$ cat src/rtl/miner_pkg.sv
// Shared types and widths for the miner datapath: scheduler states,
// hasher word widths and the layout of the 128-bit data word.
package miner_pkg;

    localparam int EPOCH_W_DEFAULT = 2;

    localparam int MIDSTATE_W  = 256;
    localparam int NONCE_W     = 32;
    localparam int DATA_W      = 128;
    // Work tail fills everything below the nonce in the data word.
    localparam int DATA_TAIL_W = DATA_W - NONCE_W;

    localparam int                 STALE_W   = 8;
    localparam logic [STALE_W-1:0] STALE_MAX = 8'hFF;

    typedef enum logic [1:0] {
        SCHED_IDLE = 2'd0,
        SCHED_RUN  = 2'd1,
        SCHED_DONE = 2'd2
    } sched_state_e;

    function automatic logic [DATA_W-1:0] pack_data(
        input logic [NONCE_W-1:0]     nonce,
        input logic [DATA_TAIL_W-1:0] tail
    );
        return {nonce, tail};
    endfunction

endpackage

$ cat src/rtl/epoch_filter.sv
// Drops hasher matches whose epoch tag no longer matches the current work;
// forwards the rest as a one-cycle golden pulse and counts the dropped ones.
module epoch_filter
    import miner_pkg::*;
#(
    parameter int EPOCH_W = EPOCH_W_DEFAULT
) (
    input  logic               hash_clk,
    input  logic               reset_n,
    input  logic               result_valid,
    input  logic [NONCE_W-1:0] result_nonce,
    input  logic [EPOCH_W-1:0] result_epoch,
    input  logic [EPOCH_W-1:0] current_epoch,
    output logic               golden_valid,
    output logic [NONCE_W-1:0] golden_nonce,
    output logic [STALE_W-1:0] stale_count
);

    always_ff @(posedge hash_clk) begin
        if (!reset_n) begin
            golden_valid <= 1'b0;
            golden_nonce <= '0;
            stale_count  <= '0;
        end else begin
            golden_valid <= 1'b0;
            if (result_valid) begin
                if (result_epoch == current_epoch) begin
                    golden_valid <= 1'b1;
                    golden_nonce <= result_nonce;
                end else if (stale_count != STALE_MAX) begin
                    stale_count <= stale_count + 8'd1;
                end
            end
        end
    end

endmodule

$ cat src/rtl/nonce_scheduler.sv
// Holds the current work and walks the nonce range one hasher slot at a time,
// tagging every issued nonce with the epoch of the work it belongs to.
module nonce_scheduler
    import miner_pkg::*;
#(
    parameter logic [NONCE_W-1:0] NONCE_START = 32'h0000_0000,
    parameter logic [NONCE_W-1:0] NONCE_END   = 32'hFFFF_FFFF,
    parameter int                 EPOCH_W     = EPOCH_W_DEFAULT
) (
    input  logic                   hash_clk,
    input  logic                   reset_n,
    input  logic                   work_valid,
    input  logic [MIDSTATE_W-1:0]  work_midstate,
    input  logic [DATA_TAIL_W-1:0] work_data,
    input  logic                   issue_ready,
    output logic                   issue_valid,
    output logic [MIDSTATE_W-1:0]  state,
    output logic [DATA_W-1:0]      data,
    output logic [EPOCH_W-1:0]     issue_epoch,
    input  logic                   result_valid,
    input  logic [NONCE_W-1:0]     result_nonce,
    input  logic [EPOCH_W-1:0]     result_epoch,
    output logic                   golden_valid,
    output logic [NONCE_W-1:0]     golden_nonce,
    output logic                   exhausted,
    output logic [STALE_W-1:0]     stale_count
);

    sched_state_e       fsm_q;
    logic [NONCE_W-1:0] nonce_q;
    logic               handshake;

    assign handshake = issue_valid && issue_ready;

    // New work outranks a same-cycle handshake: the hasher still takes the
    // nonce and epoch presented this cycle, but no increment is applied.
    // NOTE: non-blocking assignments make every register below update from
    // pre-edge values, so the epoch seen by the filter is the old one.
    always_ff @(posedge hash_clk) begin
        if (!reset_n) begin
            fsm_q       <= SCHED_IDLE;
            issue_valid <= 1'b0;
            exhausted   <= 1'b0;
            state       <= '0;
            data        <= '0;
            nonce_q     <= NONCE_START;
            issue_epoch <= '0;
        end else if (work_valid) begin
            fsm_q       <= SCHED_RUN;
            issue_valid <= 1'b1;
            exhausted   <= 1'b0;
            state       <= work_midstate;
            data        <= pack_data(NONCE_START, work_data);
            nonce_q     <= NONCE_START;
            issue_epoch <= issue_epoch + 1'b1;
        end else if (fsm_q == SCHED_RUN && handshake) begin
            if (nonce_q == NONCE_END) begin
                fsm_q       <= SCHED_DONE;
                issue_valid <= 1'b0;
                exhausted   <= 1'b1;
            end else begin
                nonce_q                 <= nonce_q + 32'd1;
                data[DATA_W-1:DATA_TAIL_W] <= nonce_q + 32'd1;
            end
        end
    end

    epoch_filter #(
        .EPOCH_W (EPOCH_W)
    ) u_epoch_filter (
        .hash_clk      (hash_clk),
        .reset_n       (reset_n),
        .result_valid  (result_valid),
        .result_nonce  (result_nonce),
        .result_epoch  (result_epoch),
        .current_epoch (issue_epoch),
        .golden_valid  (golden_valid),
        .golden_nonce  (golden_nonce),
        .stale_count   (stale_count)
    );

endmodule
$ cat config.mk
export PLATFORM = sky130hd
export DESIGN_NAME = nonce_scheduler
export DESIGN_NICKNAME = d
export VERILOG_FILES = /design/src/rtl/miner_pkg.sv /design/src/rtl/epoch_filter.sv /design/src/rtl/nonce_scheduler.sv
export SDC_FILE = /design/constraint.sdc
export NUM_CORES = 1
export LEC_CHECK = 0
export CELL_PAD_IN_SITES_DETAIL_PLACEMENT = 0
export CELL_PAD_IN_SITES_GLOBAL_PLACEMENT = 1
export CORE_AREA = 2 2 319 321
export DETAILED_ROUTE_END_ITERATION = 7
export DIE_AREA = 0 0 321 323
export PLACE_DENSITY_LB_ADDON = 0.1
export SKIP_LAST_GASP = 1
export SYNTH_ARGS = -nofsm -noshare
export SYNTH_HDL_FRONTEND = slang
export SYNTH_HIERARCHICAL = 1
export SYNTH_SLANG_ARGS = --single-unit
$ cat constraint.sdc
create_clock -name hash_clk -period 4.9 [get_ports hash_clk]
set_input_delay 0.735 -clock hash_clk [delete_from_list [all_inputs] [get_ports hash_clk]]
set_output_delay 0.735 -clock hash_clk [all_outputs]
set_load 0.05 [all_outputs]
==> run_results.csv, run 1 <==
group,metric,value,unit
logic_synthesis,ys_seq_elements,429,
global_route,grt_pass1_wl,102.8,mm
place,port_buffers,819,
timing,tns,0,ns
place,dp.cells,3592,
final_layout,areaGrowthSynthToFinish,68.03,%
power_and_ir_drop,post-layout-total-power,9.757,mW
power_and_ir_drop,powerDensity,348.7,nW/um2
final_layout,layout.nets,2736,
min_path,hold_start,"u_epoch_filter/golden_nonce[7]",
routing,vias,14050,
routing,drt_iter0_markers,502,
logic_synthesis,synthAdderAreaFrac,0.1503,%
logic_synthesis,syn_nets,1953,
die,die_area,103700,um2
clock_network,root_buffer,"clkbuf_16",
setup_path,crit_slowest_cell,"clkdlybuf4s50_1",
logic_synthesis,yosysTopAreaCell,"dfxtp_1",
routing,post_drt_via_cell_ratio,3.803,
power_and_ir_drop,p_comb_share,19.7,%
setup_path,r2r-end,"nonce_q[5]",
outcome,status,"finished, final reports clean",
die,num_io_pins,820,
global_route,grt_pass1_vias,14370,
setup_path,arrival,2.08,ns
clock_network,ctsHtreeMaxLevel,2,
setup_path,slowest_delay,0.89,ns
routing,drt-pass1-iter-count,4,
global_route,antenna_found_initial,16,
timing,period_minus_slack,2.813,ns
timing,relSlewSlack,18.43,%
timing,fin_crit_sh,57.40,%
setup_path,path_delay_family,"buffers and inverters",
die,die_height,323,um
final_layout,final_layout_size_suffix_gt1_share,4.079,%
die,start_util,16.53,%
routing,drc_errors,0,
power_and_ir_drop,pwr-share-clk,41.5,%
logic_synthesis,netlist_top_cells_area,"dfxtp_1 52%, mux2i_1 21%, nor2b_1 13%, nand2_1 2.0%, a21boi_0 1.5%",
flow_run,cap_violations,0,
global_route,grt_max_degree,195,
global_route,use_met2,25.14,%
power_and_ir_drop,p_leak,10.62,nW
power_and_ir_drop,p_switching,2.874,mW
setup_path,criticalPathCategory,"flop to output port",
die,num_rows,117,
final_layout,postLayoutCoreUtil,27.78,%
setup_path,r2r-start,"nonce_q[21]",
setup_path,critPathBufInv,1,
timing,hold_violations,0,
setup_path,reg2reg_slack,2.18,ns
clock_network,cts_hold_buf,0,
logic_synthesis,ys_types,48,
setup_path,cp_cell_sequence,"clkdlybuf4s50_1",
routing,wl,73.58,mm
logic_synthesis,synth_top_family_by_area,"multiplexers",
logic_synthesis,synth_edf_count,0,
setup_path,critical_path_depth,1,
logic_synthesis,avgSynthCellArea,10.68,um2
logic_synthesis,synthArstFlopShare,0,%
setup_path,critPathCaptureType,"output port",
power_and_ir_drop,switching_share,29.46,%
logic_synthesis,ys_dominant_reg_cell,"dfxtp_1",
clock_network,clkLatencyLatePin,0.62,ns
routing,routedWlPerCell,19.91,um
setup_path,reg2reg_depth,5,
routing,final_antenna_net_count,0,
clock_network,cts-buffers-inserted,58,
clock_network,cts.sinks,429,
timing,finalSetupViolations,0,
final_layout,final_cells,3695,
timing,rsz0062_at_grt,"no",
setup_path,worstPathRequired,4.16,ns
clock_network,cts_tree,"done",
setup_path,crit_path_start,"nonce_q[21]",
logic_synthesis,syn_inst,1560,
logic_synthesis,ys_warn_count,6,
logic_synthesis,muxShareOfSynthArea,21.22,%
global_route,met3_usage,5.754,%
logic_synthesis,yosys.area_share.simple,19.26,%
clock_network,clk_pin_slew_worst_paths,0.05,ns
global_route,grtUsageMet1,12.91,%
place,placedInstanceArea,26200,um2
logic_synthesis,synth_top_area_share,51.57,%
timing,hold_ws,0.4623,ns
setup_path,cp_max_fo,9,
die,core,100700,um2
power_and_ir_drop,internal-power,6.883,mW
timing,maxSlewViolCount,0,
place,globalplace.congestion,0.7488,
die,die_x,321,um
setup_path,crit_end,"data[117]",
timing,worst_slack,2.087,ns
timing,clock.fmax,355.5,MHz
clock_network,cts_setup_buffers,0,
power_and_ir_drop,pwr-share-seq,38.8,%
clock_network,cts_buffer_depth,3,
clock_network,cts_resized,0,
timing,tightest_slew,1.214,ns
logic_synthesis,synth_compound_area_share,4.643,%
setup_path,crit_path_start_kind,"flop",
logic_synthesis,synth_xor_area_share,0.5785,%
min_path,hold_class,"flop to flop",
global_route,busiest_layer,"met2",
timing,skew,0.006917,ns
place,place_ws,1.822,ns
power_and_ir_drop,vdd_drop_max,0.0002279,V
place,place_hpwl,54.38,mm
logic_synthesis,syn_area,16650,um2
global_route,grt.overflow.total,0,
global_route,grt_usage,13.54,%
final_layout,fin_area,27980,um2
logic_synthesis,seq_area_frac_synth,51.57,%
metal layers:
| layer | vias up | part of all wire [%] |
|---|---|---|
| met5 | - | 0.098 |
| met4 | 12 | 3.5 |
| met3 | 115 | 9.2 |
| met2 | 478 | 54 |
| met1 | 6567 | 34 |
| li1 | 6880 | - |
layout make-up:
class	count	area, um2
sequential	429	8588
fill	10630	72730
clock inverter	5	33.78
tap	1309	1638
clock buffer	90	1733
inverter	6	22.52
timing repair buffer	827	8304
multi-input combinational	1021	7644
antenna	8	20.02
power by group through the flow:
stage                     clock, mW  sequential (mW)  combinational (mW)
final                          4.05             3.78                1.92
after global routing           4.39             3.81                2.02
after CTS                      4.28             3.79                1.95
after detailed placement          0             3.86                1.95
after global placement            0             3.85                1.94
after floorplan                   0             4.50               0.427
synth_stat cells (2+ instances only):
cell type and instances:
nand2_1 89, nand2b_1 2, mux2i_1 353, and3_1 7, nor4_2 2, buf_2 8
nor2b_1 354, nand4_1 18, and4_1 5, a21boi_0 34, a21oi_1 25, xnor2_1 10
ha_1 2, nand3b_1 2, o311ai_0 2, nor3_1 3, nor4_1 3, o21ai_1 6
or3_1 10, buf_4 2, buf_1 31, inv_1 6, clkbuf_1 63, o41ai_1 2
and2_1 5, o211ai_1 2, a2111oi_2 4, o31ai_1 11, nand3_1 14, o21ai_0 7
dfxtp_1 429, or4_1 16, nor2_1 16, a31o_1 3
cells by family (layout without fill, tap and decap cells):
group           after synthesis  in the layout
buf+inv                     110            928
compound gates              106            106
simple gates                549            549
other cells                   0              8
xor+xnor                     11             11
flops                       429            429
fa+ha+maj                     2              2
mux                         353            353
worst min-delay path by stage:
stage	end	cells past startpoint
floorplan	fsm_q[1]	2
global placement	u_epoch_filter/golden_nonce[11]	2
detailed placement	u_epoch_filter/golden_nonce[0]	2
CTS	u_epoch_filter/golden_nonce[7]	2
global route	u_epoch_filter/golden_nonce[14]	2
finish	u_epoch_filter/golden_nonce[7]	2
state kept, by name, indices dropped and copies added, names as in the netlist:
signal / count
nonce_q: 32
data: 96
u_epoch_filter/stale_count: 8
state: 256
issue_epoch: 2
u_epoch_filter/golden_valid: 1
u_epoch_filter/golden_nonce: 32
fsm_q: 2
layout by cell type (no fill, tap or decap), types with 16 or more instances in the layout:
cell type / count
a21oi_1: 25
nor2b_1: 354
mux2i_1: 353
nand4_1: 18
dfxtp_1: 429
clkbuf_16: 59
nor2_1: 16
a21boi_0: 34
clkdlybuf4s50_1: 817
clkbuf_1: 17
nand2_1: 89
or4_1: 16
Note: power is estimated with default switching activity, not from simulation.
==> run 2: changes to the inputs <==
Settings changed: CORE_AREA 2 2 319 321 to 2 2 320 322, DIE_AREA 0 0 321 323 to 0 0 322 324.
Clock period 4.9 ns to 2.66 ns, I/O delays scaled along.
==> run 2 against run 1 <==
  * Non-clock buffer count grew 16
  * Critical path depth increased by 5
  * Design area is 0.86% higher
  * Worst hold slack worse by 0.20 ns
  * Core utilization rose by 0.16 points
  * Final cell count increased by 0.54%
  * Combinational power rose by 85%
  * Sequential share of layout area fell by 0.26 points
==> run_results.csv, run 2 (synthesized netlist as in run 1, its figures left out) <==
group,metric,value,unit
die,core,101000,um2
power_and_ir_drop,p_leak,10.77,nW
timing,relSlewSlack,51.97,%
global_route,antenna_found_initial,15,
power_and_ir_drop,vdd_drop_max,0.0005004,V
timing,tightest_slew,0.7183,ns
global_route,grt.overflow.total,0,
setup_path,reg2reg_slack,0.17,ns
timing,hold_violations,0,
routing,routedWlPerCell,19.68,um
clock_network,cts_setup_buffers,0,
final_layout,reg_top3,"state: 256 flops, data: 96 flops",
routing,drt_iter0_markers,522,
routing,drc_errors,0,
place,globalplace.congestion,0.7526,
timing,skew,0.01200,ns
timing,period_minus_slack,2.485,ns
setup_path,reg2reg_depth,6,
power_and_ir_drop,internal-power,12.89,mW
timing,rsz0062_at_grt,"no",
timing,clock.fmax,402.4,MHz
setup_path,r2r-end,"nonce_q[23]",
clock_network,cts_tree,"done",
final_layout,fin_area,28220,um2
global_route,grt_pass1_wl,101.7,mm
die,die_height,324,um
clock_network,clkLatencyLatePin,0.63,ns
power_and_ir_drop,pwr-share-seq,38.3,%
routing,post_drt_via_cell_ratio,3.806,
timing,tns,0,ns
final_layout,final_cells,3715,
clock_network,cts_hold_buf,0,
final_layout,top_register,"state",
die,die_x,322,um
final_layout,final_common_cell,"clkdlybuf4s50_1",
setup_path,critPathCaptureType,"flop",
die,num_rows,117,
min_path,hold_depth,3,
final_layout,layout.nets,2751,
setup_path,crit_path_start_kind,"flop",
final_layout,areaGrowthSynthToFinish,69.48,%
timing,fin_crit_sh,93.42,%
clock_network,root_buffer,"clkbuf_16",
routing,drt-pass1-iter-count,4,
place,dp.cells,3608,
timing,finalSetupViolations,0,
clock_network,cts_buffer_depth,3,
place,placedInstanceArea,26370,um2
flow_run,cap_violations,0,
power_and_ir_drop,p_switching,5.301,mW
die,num_io_pins,820,
min_path,min_delay_worst_endpoint,"state[252]",
clock_network,ctsHtreeMaxLevel,2,
clock_network,clk_pin_slew_worst_paths,0.06,ns
routing,wl,73.13,mm
outcome,status,"finished, final reports clean",
final_layout,largest_reg_flops,256,
global_route,grt_usage,13.28,%
power_and_ir_drop,switching_share,29.14,%
routing,final_antenna_net_count,0,
min_path,hold_class,"input port to flop",
final_layout,layout_common_cells,"817 x clkdlybuf4s50_1, 429 x dfxtp_1, 354 x nor2b_1",
setup_path,cp_max_fo,14,
clock_network,cts_resized,0,
setup_path,r2r-start,"nonce_q[0]",
power_and_ir_drop,pwr-share-clk,42.2,%
global_route,grt_pass1_vias,14590,
place,place_hpwl,55.36,mm
clock_network,cts.sinks,429,
place,place_ws,0.1853,ns
global_route,grt_max_degree,148,
power_and_ir_drop,post-layout-total-power,18.19,mW
min_path,hold_start,"work_valid",
die,start_util,16.49,%
power_and_ir_drop,p_comb_share,19.5,%
routing,vias,14140,
setup_path,criticalPathCategory,"flop to flop",
clock_network,cts-buffers-inserted,57,
timing,maxSlewViolCount,0,
setup_path,arrival,2.98,ns
setup_path,worstPathRequired,3.16,ns
place,port_buffers,819,
power_and_ir_drop,powerDensity,644.4,nW/um2
final_layout,final_layout_size_suffix_gt1_share,4.962,%
die,die_area,104300,um2
timing,worst_slack,0.1749,ns
## run 2: cell count changes in the layout (fill, tap and decap cells not counted)
cell	before	now
buf_4	5	17
clkinv_2	2	7
buf_12	3	7
bufinv_16	0	2
clkbuf_1	17	15
clkinvlp_4	2	0
clkinv_4	0	1
## run 2: power groups by stage
stage	clock network (mW)	registers [mW]	logic (mW)
floorplan	0	8.30	0.786
global placement	0	7.10	3.60
detailed placement	0	7.11	3.60
CTS	8.06	6.98	3.61
global route	8.25	7.02	3.74
finish	7.67	6.97	3.55
## run 2: metrics by stage
stage	utilization (%)	hold slack (ns)
floorplan	-	0.5439
global placement	26.10	0.4525
detailed placement	26.10	0.4595
CTS	27.92	0.2081
global route	27.94	0.2629
finish	27.94	0.2603
## run 2: cell type report
cell class,instances,area [um2]
Antenna cell,8,20.02
Clock buffer,88,1725
Clock inverter,11,112.6
Fill cell,10630,72780
Inverter,6,22.52
Multi-Input combinational cell,1021,7644
Sequential cell,429,8588
Tap cell,1309,1638
Timing Repair Buffer,843,8474
## run 2: critical path, cell delays in order, from the launching register on
cell and delay, ns:
dfxtp_1 0.34, ha_1 0.29, nand4_1 0.12, or4_1 0.75, o311ai_4 0.60, or4_1 0.20
a21oi_1 0.06
## run 2: worst max path at each step
stage                           start           to  slack (ns)  cells after the start
final                      nonce_q[0]  nonce_q[23]        0.17                      6
after global routing       nonce_q[0]  nonce_q[17]       0.005                      6
after floorplan            nonce_q[0]  nonce_q[31]        0.18                      8
after global placement     nonce_q[0]  nonce_q[29]        0.25                      6
after detailed placement   nonce_q[0]  nonce_q[23]        0.19                      6
after CTS                 nonce_q[15]    data[111]        0.13                      1
## run 2: per-layer routing
metal | track usage (%) | up-vias | share of wire [%]
li1 | - | 6914 | -
met1 | 12.62 | 6594 | 34
met2 | 25.01 | 499 | 53
met3 | 5.694 | 116 | 9.4
met4 | 5.254 | 18 | 3.1
met5 | 0 | - | 0.17
